$ cat src/rtl/adder_axi_pkg.sv
// adder_axi_pkg: register map, FSM states and AXI response codes for adder_axi_master
package adder_axi_pkg;
  localparam logic [7:0] REG_A = 8'h00;
  localparam logic [7:0] REG_B = 8'h04;
  localparam logic [7:0] REG_SUM = 8'h08;
  localparam logic [7:0] REG_OVF = 8'h0C;
  localparam logic [1:0] OKAY = 2'b00;
  localparam logic [1:0] SLVERR = 2'b10;
  localparam logic [1:0] DECERR = 2'b11;
  typedef enum logic [3:0] {
    IDLE, WR_A, WB_A, WR_B, WB_B, RA_SUM, RD_SUM, RA_OVF, RD_OVF, FIN
  } state_e;
  function automatic logic resp_err(input logic [1:0] r);
    return r != OKAY;
  endfunction
endpackage

$ cat src/rtl/adder_axi_master.sv
// adder_axi_master: writes two operands to an AXI-Lite adder, reads back sum and overflow
module adder_axi_master
  import adder_axi_pkg::*;
#(
  parameter int DATA_WIDTH = 32,
  parameter int ADDR_WIDTH = 8,
  parameter int TIMEOUT_CYCLES = 255
) (
  input  logic                    m1_axi_aclk,
  input  logic                    m1_axi_areset,
  input  logic                    start,
  input  logic [DATA_WIDTH-1:0]   op_a,
  input  logic [DATA_WIDTH-1:0]   op_b,
  output logic                    busy,
  output logic                    done,
  output logic                    error,
  output logic [DATA_WIDTH-1:0]   result,
  output logic                    overflow,
  output logic [ADDR_WIDTH-1:0]   m1_axi_awaddr,
  output logic                    m1_axi_awvalid,
  input  logic                    m1_axi_awready,
  output logic [DATA_WIDTH-1:0]   m1_axi_wdata,
  output logic [DATA_WIDTH/8-1:0] m1_axi_wstrb,
  output logic                    m1_axi_wvalid,
  input  logic                    m1_axi_wready,
  input  logic [1:0]              m1_axi_bresp,
  input  logic                    m1_axi_bvalid,
  output logic                    m1_axi_bready,
  output logic [ADDR_WIDTH-1:0]   m1_axi_araddr,
  output logic                    m1_axi_arvalid,
  input  logic                    m1_axi_arready,
  input  logic [DATA_WIDTH-1:0]   m1_axi_rdata,
  input  logic [1:0]              m1_axi_rresp,
  input  logic                    m1_axi_rvalid,
  output logic                    m1_axi_rready
);
  localparam int CW = $clog2(TIMEOUT_CYCLES + 1);
  state_e state;
  logic [CW-1:0] cnt;
  logic [DATA_WIDTH-1:0] b_q;
  logic err, phase, adv, tmo;
  // adv: the current phase completes at this edge; a write phase needs both AW and W done
  always_comb begin
    phase = state != IDLE && state != FIN;
    adv = (state == WR_A || state == WR_B) ?
            (!m1_axi_awvalid || m1_axi_awready) && (!m1_axi_wvalid || m1_axi_wready) :
          (state == WB_A || state == WB_B) ? m1_axi_bvalid :
          (state == RA_SUM || state == RA_OVF) ? m1_axi_arready :
          (state == RD_SUM || state == RD_OVF) ? m1_axi_rvalid : 1'b0;
    tmo = phase && !adv && cnt == CW'(TIMEOUT_CYCLES - 1);
  end
  assign busy = state != IDLE;
  always_ff @(posedge m1_axi_aclk or posedge m1_axi_areset) begin
    if (m1_axi_areset) begin
      state <= IDLE;
      cnt <= '0;
      b_q <= '0;
      err <= 1'b0;
      done <= 1'b0;
      error <= 1'b0;
      result <= '0;
      overflow <= 1'b0;
      m1_axi_awaddr <= '0;
      m1_axi_awvalid <= 1'b0;
      m1_axi_wdata <= '0;
      m1_axi_wstrb <= '0;
      m1_axi_wvalid <= 1'b0;
      m1_axi_bready <= 1'b0;
      m1_axi_araddr <= '0;
      m1_axi_arvalid <= 1'b0;
      m1_axi_rready <= 1'b0;
    end else begin
      cnt <= (adv || tmo || !phase) ? '0 : cnt + 1'b1;
      if (tmo) begin
        state <= FIN;
        m1_axi_awvalid <= 1'b0;
        m1_axi_wvalid <= 1'b0;
        m1_axi_bready <= 1'b0;
        m1_axi_arvalid <= 1'b0;
        m1_axi_rready <= 1'b0;
        err <= 1'b1;
        done <= 1'b1;
        error <= 1'b1;
      end else begin
        case (state)
          IDLE: if (start) begin
            state <= WR_A;
            b_q <= op_b;
            m1_axi_awaddr <= ADDR_WIDTH'(REG_A);
            m1_axi_wdata <= op_a;
            m1_axi_wstrb <= '1;
            m1_axi_awvalid <= 1'b1;
            m1_axi_wvalid <= 1'b1;
          end
          WR_A, WR_B: begin
            if (m1_axi_awready) m1_axi_awvalid <= 1'b0;
            if (m1_axi_wready) m1_axi_wvalid <= 1'b0;
            if (adv) begin
              state <= state == WR_A ? WB_A : WB_B;
              m1_axi_bready <= 1'b1;
            end
          end
          WB_A, WB_B: if (m1_axi_bvalid) begin
            m1_axi_bready <= 1'b0;
            err <= err || resp_err(m1_axi_bresp);
            if (state == WB_A) begin
              state <= WR_B;
              m1_axi_awaddr <= ADDR_WIDTH'(REG_B);
              m1_axi_wdata <= b_q;
              m1_axi_awvalid <= 1'b1;
              m1_axi_wvalid <= 1'b1;
            end else begin
              state <= RA_SUM;
              m1_axi_araddr <= ADDR_WIDTH'(REG_SUM);
              m1_axi_arvalid <= 1'b1;
            end
          end
          RA_SUM, RA_OVF: if (m1_axi_arready) begin
            m1_axi_arvalid <= 1'b0;
            m1_axi_rready <= 1'b1;
            state <= state == RA_SUM ? RD_SUM : RD_OVF;
          end
          RD_SUM: if (m1_axi_rvalid) begin
            m1_axi_rready <= 1'b0;
            result <= m1_axi_rdata;
            err <= err || resp_err(m1_axi_rresp);
            m1_axi_araddr <= ADDR_WIDTH'(REG_OVF);
            m1_axi_arvalid <= 1'b1;
            state <= RA_OVF;
          end
          RD_OVF: if (m1_axi_rvalid) begin
            m1_axi_rready <= 1'b0;
            overflow <= m1_axi_rdata[0];
            err <= err || resp_err(m1_axi_rresp);
            done <= 1'b1;
            error <= err || resp_err(m1_axi_rresp);
            state <= FIN;
          end
          FIN: begin
            done <= 1'b0;
            error <= 1'b0;
            err <= 1'b0;
            state <= IDLE;
          end
          default: state <= IDLE;
        endcase
      end
    end
  end
endmodule

$ cat config.mk
export PLATFORM = sky130hd
export DESIGN_NAME = adder_axi_master
export DESIGN_NICKNAME = d
export VERILOG_FILES = /design/src/rtl/adder_axi_pkg.sv /design/src/rtl/adder_axi_master.sv
export SDC_FILE = /design/constraint.sdc
export NUM_CORES = 1
export LEC_CHECK = 0
export CORE_ASPECT_RATIO = 0.75
export CORE_MARGIN = 3
export CORE_UTILIZATION = 55
export DETAILED_ROUTE_END_ITERATION = 16
export DONT_BUFFER_PORTS = 1
export PLACE_DENSITY = 0.7
export SYNTH_ARGS = -nofsm -noshare
export SYNTH_HDL_FRONTEND = slang
export SYNTH_SLANG_ARGS = --single-unit
$ cat constraint.sdc
create_clock -name m1_axi_aclk -period 4.1 [get_ports m1_axi_aclk]
set_input_delay 0.615 -clock m1_axi_aclk [delete_from_list [all_inputs] [get_ports m1_axi_aclk]]
set_output_delay 0.615 -clock m1_axi_aclk [all_outputs]
set_load 0.01 [all_outputs]
# Word-level counts from Yosys, hierarchy flattened

Cells that the tools add are included.

Flip-flop bits (word level): 134
Latch bits: 0
Bits in writable memories: 0
ROM bits: 0
Input bits: 108
Logic and storage cells: 152
Memories: 0

Add/subtract/negate cells: 1
Multiply operators: 0
Div/mod/pow operators: 0
Order comparisons: 0
Equal/unequal tests: 27
Shift-type cells: 0
Multiplexer cells: 59
Bitwise logic cells: 1
Reduce and logical (&&, ||, !) cells: 47

Operators by type and width:

| cell                | count |
|---|---|
| $mux 32             | 3 |
| $pmux 32 s2         | 1 |
| $mux 8              | 7 |
| $mux 4              | 8 |
| $pmux 8 s2          | 2 |
| $ne 3x3->1 const B  | 10 |
| $mux 1              | 27 |
| $reduce_and 5->1    | 5 |
| $pmux 4 s6          | 1 |
| $reduce_and 3->1    | 6 |
| $eq 4x3->1 const B  | 4 |
| $reduce_bool 4->1   | 4 |
| $pmux 1 s3          | 4 |
| $logic_or 1x1->1    | 10 |
| $ne 2x2->1 const B  | 5 |
| $reduce_bool 3->1   | 3 |
| $add 8x1->8 const B | 1 |
| $eq 4x2->1 const B  | 2 |
| $eq 4x4->1 const B  | 2 |
| $eq 8x8->1 const B  | 1 |
| $pmux 1 s2          | 4 |
| $reduce_bool 2->1   | 4 |
| $reduce_or 2->1     | 4 |
| $mux 3              | 2 |
| other kinds (9)     | 15 |

# Longest topological paths before layout

Depth in word-level cells: 12
Mapped depth: 9
Gate-level depth less buffers: 5

# Worst setup path after synthesis

OpenSTA, ideal clock, no wires.

Kind: input -> register
Start: input m1_axi_bvalid
End: register m1_axi_bready
Library setup time: 120 ps
Arrival time: 1932 ps
Slack: 2048 ps
Stages on the path: 7
Cells stage by stage: clkbuf_1 -> or4b_1 -> o311a_2 -> nor3b_4 -> o21ai_2 -> buf_6 -> and3_1

Longest elaborated chain between the ends: 7
Elaborated cells between the ends (all ways): 10
Those cells by class: eq/ne: 2; mux: 3; reduce/logical: 5

Ends and longest elaborated chain:

| item                                                             | RTL line                | text |
|---|---|---|
| from (decl)                                                      | adder_axi_master.sv:27  | `input logic m1_axi_bvalid,` |
| $mux 1                                                           | adder_axi_master.sv:47  | `(state == WB_A \|\| state == WB_B) ? m1_axi_bvalid :` |
| $mux 1                                                           | adder_axi_master.sv:45  | `adv = (state == WR_A \|\| state == WR_B) ?` |
| $logic_not 1->1                                                  | adder_axi_master.sv:50  | `tmo = phase && !adv && cnt == CW'(TIMEOUT_CYCLES - 1);` |
| $logic_and 1x1->1 (2 in a row)                                   | adder_axi_master.sv:50  |  |
| $ne 3x3->1 (no source line) or $reduce_bool 3->1 (tied branches) | n/a                     |  |
| $reduce_and 3->1 (no source line)                                | n/a                     |  |
| to (signal assigned)                                             | adder_axi_master.sv:68  | `m1_axi_bready <= 1'b0;` |
| to (signal assigned)                                             | adder_axi_master.sv:78  | `m1_axi_bready <= 1'b0;` |
| to (signal assigned)                                             | adder_axi_master.sv:100 | `m1_axi_bready <= 1'b1;` |
| to (decl)                                                        | adder_axi_master.sv:28  | `output logic m1_axi_bready,` |

Several ways; a longest one is shown, not always the timed one.
A chain may end at the register's enable or synchronous reset.

# Final worst setup path

Start: register state[0]
End: register m1_axi_wdata[0]

Elaborated cells between the ends (all ways): 31
Those cells by class: eq/ne: 12; mux: 5; bitwise: 1; reduce/logical: 13

RTL lines:

| item                              | RTL line                | text |
|---|---|---|
| from (decl)                       | adder_axi_master.sv:38  | `state_e state;` |
| from (signal assigned)            | adder_axi_master.sv:99  | `state <= state == WR_A ? WB_A : WB_B;` |
| from (signal assigned)            | adder_axi_master.sv:121 | `state <= state == RA_SUM ? RD_SUM : RD_OVF;` |
| $reduce_bool 4->1                 | n/a                     |  |
| named net busy                    | adder_axi_master.sv:14  | `output logic busy,` |
| $logic_and 1x1->1                 | adder_axi_master.sv:44  | `phase = state != IDLE && state != FIN;` |
| $logic_and 1x1->1 (2 in a row)    | adder_axi_master.sv:50  |  |
| $not 1->1 (no source line)        | n/a                     |  |
| $reduce_and 5->1 (no source line) | n/a                     |  |
| to (signal assigned)              | adder_axi_master.sv:90  | `m1_axi_wdata <= op_a;` |
| to (signal assigned)              | adder_axi_master.sv:109 | `m1_axi_wdata <= b_q;` |
| to (decl)                         | adder_axi_master.sv:22  | `output logic [DATA_WIDTH-1:0] m1_axi_wdata,` |

The timed path passes the listed nets, and every way through them passes these cells.

==> summary.txt <==
Timing
  • RSZ-0062 raised after global routing: false
  • Pins Over Slew Limit: 0
  • Tcrit/Tclk final: 68.0%
  • Setup total negative slack: 0 ns
  • Final setup viols: 0
  • Slew @ Worst Pin: 0.886 ns
  • Clock skew: 0.00853 ns
  • FMAX: 359 MHz
  • Final WS setup: 1.31 ns
  • Min Tclk post-route: 2.79 ns
  • Slew headroom: 40.9%
  • Hold Vio Cnt, Final: 0

Routing
  • Antenna Violating Nets Remaining: 0
  • Routed WL per cell: 19.1 um
  • Via density: 5.70
  • First-pass DRT Iterations: 4
  • # DRC: 0
  • Vias: 3412
  • Initial DRC Count: 137
  • WL final: 11.5 mm

Logic synthesis
  • Post-synth top area cell: dfrtp_1
  • Register area share after synthesis: 53.9%
  • Post-synth top cells: dfrtp_1, mux2_2, nand2_1
  • Warnings from Yosys: 0
  • Number of enable flip-flop cells after synthesis: 0
  • Post-Syn Area: 5620 sq um
  • #FFs+latches synth: 121
  • Most used DFF post-synth: dfrtp_1
  • Synth area leaders: dfrtp_1, mux2_2, mux2i_1
  • Avg Inst Size Synth: 12.1 sq um
  • Count leader, synth: dfrtp_1
  • Top-area cell type share of the netlist area: 53.9%
  • FFs w/ async S/R, synth: 100%
  • Cell count after synthesis: 466
  • Number of distinct library cells after synthesis: 60

Worst setup path
  • CP bufs+invs: 1
  • Crit path from: state[0]
  • Reg2reg path depth: 5
  • Worst path depth: 5
  • Crit path capture: m1_axi_wdata[0]
  • Worst EP required: 4.36 ns
  • WS Path Type: reg -> reg
  • Reg-to-Reg Start: state[0]
  • Setup crit end kind: flip-flop
  • Family with the most delay on the worst path: simple AND/OR/NAND/NOR gates
  • CP Cell Sequence: or4_4 -> o32ai_2 -> or3_2 -> buf_4 -> o21ai_0
  • Critical path peak fanout: 37
  • R2r endpoint: m1_axi_wdata[0]
  • CP peak stage delay: 0.67 ns
  • Worst setup SP type: flip-flop
  • Crit path DAT: 3.05 ns
  • R2R Setup Slk: 1.31 ns
  • Cell with the largest stage delay on the worst path: dfrtp_1

Floorplan
  • FP Rows: 31
  • Die width: 123 um
  • Core area: 9810 sq um
  • I/O Pins: 201
  • DIE HEIGHT: 93.5 um
  • Starting Density: 57.2%
  • Die ar.: 11500 sq um

Clocking
  • Clk buf depth: 2
  • CTS Hold Bufs: 0
  • CTS H-tree depth: 4
  • CTS Buf Count: 17
  • PostCTS Resize Cnt: 0
  • CTS tree: done
  • Clock Latency Late Sink: 0.40 ns
  • CTS clk-pin slew, worst paths: 0.06 ns
  • CTS Sinks: 121
  • Clk root buf: clkbuf_16
  • Post-CTS setup buffer count: 0

Place
  • Placed cell areas: 5540 sq um
  • IO buf count: 0
  • Placement Setup Slack: 1.32 ns
  • Detailed placement HPWL: 8.29 mm
  • GP Congestion: 0.797

GRT
  • GRT Overall Usage: 20.0%
  • GRT overflow: 0
  • Initial antenna violation count: 0
  • Largest net degree at the start of global routing: 72
  • First-pass GRT wire length: 17.8 mm
  • Number of global-route vias before repair: 3409

Power and ir drop
  • Sw frac: 36.4%
  • Clock share of power: 26.6%
  • Reg power frac: 43.5%
  • Final Total Pwr: 5590 uW
  • Int Pwr: 3560 uW
  • Leak: 0.00286 uW
  • P per Cell Area: 909 nW/um^2
  • Worst vdd ir: 0.000422 V
  • Switching power: 2030 uW
  • Comb pwr share: 29.8%

Layout
  • Fin nets: 564
  • Layout cells sized above 1: 26.3%
  • Layout area overhead: 9.40%
  • Cell area after layout: 6150 sq um
  • Final Util: 62.6%
  • Antenna Cells: 0

Worst hold path
  • Tightest Hold Check Type: in -> async

Job
  • Max-Cap Viols: 0

Run status
  • Outcome: finished, final reports clean
==> flip-flops by register name, indices dropped and copies added, names as in the netlist, 2 cells and up <==
signal	count
b_q	32
m1_axi_araddr	2
result	32
state	4
m1_axi_wdata	32
cnt	8
==> power by group through the flow <==
stage / registers, uW / clock network (uW) / logic [uW]
final: 2430 / 1490 / 1670
after detailed placement: 2460 / 0 / 1690
after global routing: 2520 / 1570 / 1880
after floorplan: 2200 / 0 / 1650
after global placement: 2430 / 0 / 1620
after CTS: 2440 / 1520 / 1680
==> how the worst min path moves through the flow <==
stage | end | slack [ns] | cells past startpoint
floorplan | b_q[0] | 0.48 | 1
global placement | b_q[31] | 0.49 | 1
detailed placement | b_q[28] | 0.49 | 1
CTS | result[25] | 0.30 | 1
global route | result[17] | 0.35 | 1
finish | result[25] | 0.27 | 1
==> metrics by stage <==
stage               cells  hold slack, ns
global placement      567           0.486
global route          599           0.346
floorplan             478           0.479
CTS                   599           0.304
detailed placement    567           0.493
finish                599           0.274
==> kinds of logic after synthesis <==
kind of cell,count (synthesis),synth area share (%)
AOI/OAI and AO/OA,73,8.78
adders and majority gates,2,0.445
DFF,121,53.9
other,1,0.0668
muxes,101,19.5
buffers and inverters,54,6.33
and+or+nand+nor,107,9.93
xor gates and xnor gates,7,1.09
==> metal layers <==
metal  wire [um]  track usage, %  share of wire [%]
met1        4870            25.3                 43
met2        5360            30.9                 47
met3        1140            8.71                9.9
met4          91            6.43               0.79
met5           0               0                  0
==> placed cells by master (no fill, tap or decap), types with 3 or more instances in the layout <==
cell type,count
a21boi_0,5
a21oi_1,7
and3_1,4
buf_4,5
bufinv_16,3
clkbuf_16,17
clkinvlp_4,5
conb_1,13
dfrtp_1,121
inv_1,5
mux2_2,65
mux2i_1,35
nand2_1,41
nand2b_1,9
nand3_1,9
nand4_1,3
nor2_1,16
nor2b_1,4
nor3_1,4
o21ai_0,32
o21ai_2,5
xor2_1,5
==> area by class of cell <==
type / instances / area [sq um]
multi-input combinational: 303 / 2290
fill: 767 / 3670
sequential: 121 / 3030
inverter: 6 / 25.0
tap: 132 / 165
timing repair buffer: 5 / 37.5
clock buffer: 18 / 429
clock inverter: 14 / 173
Power figures use the tool's default switching activity.
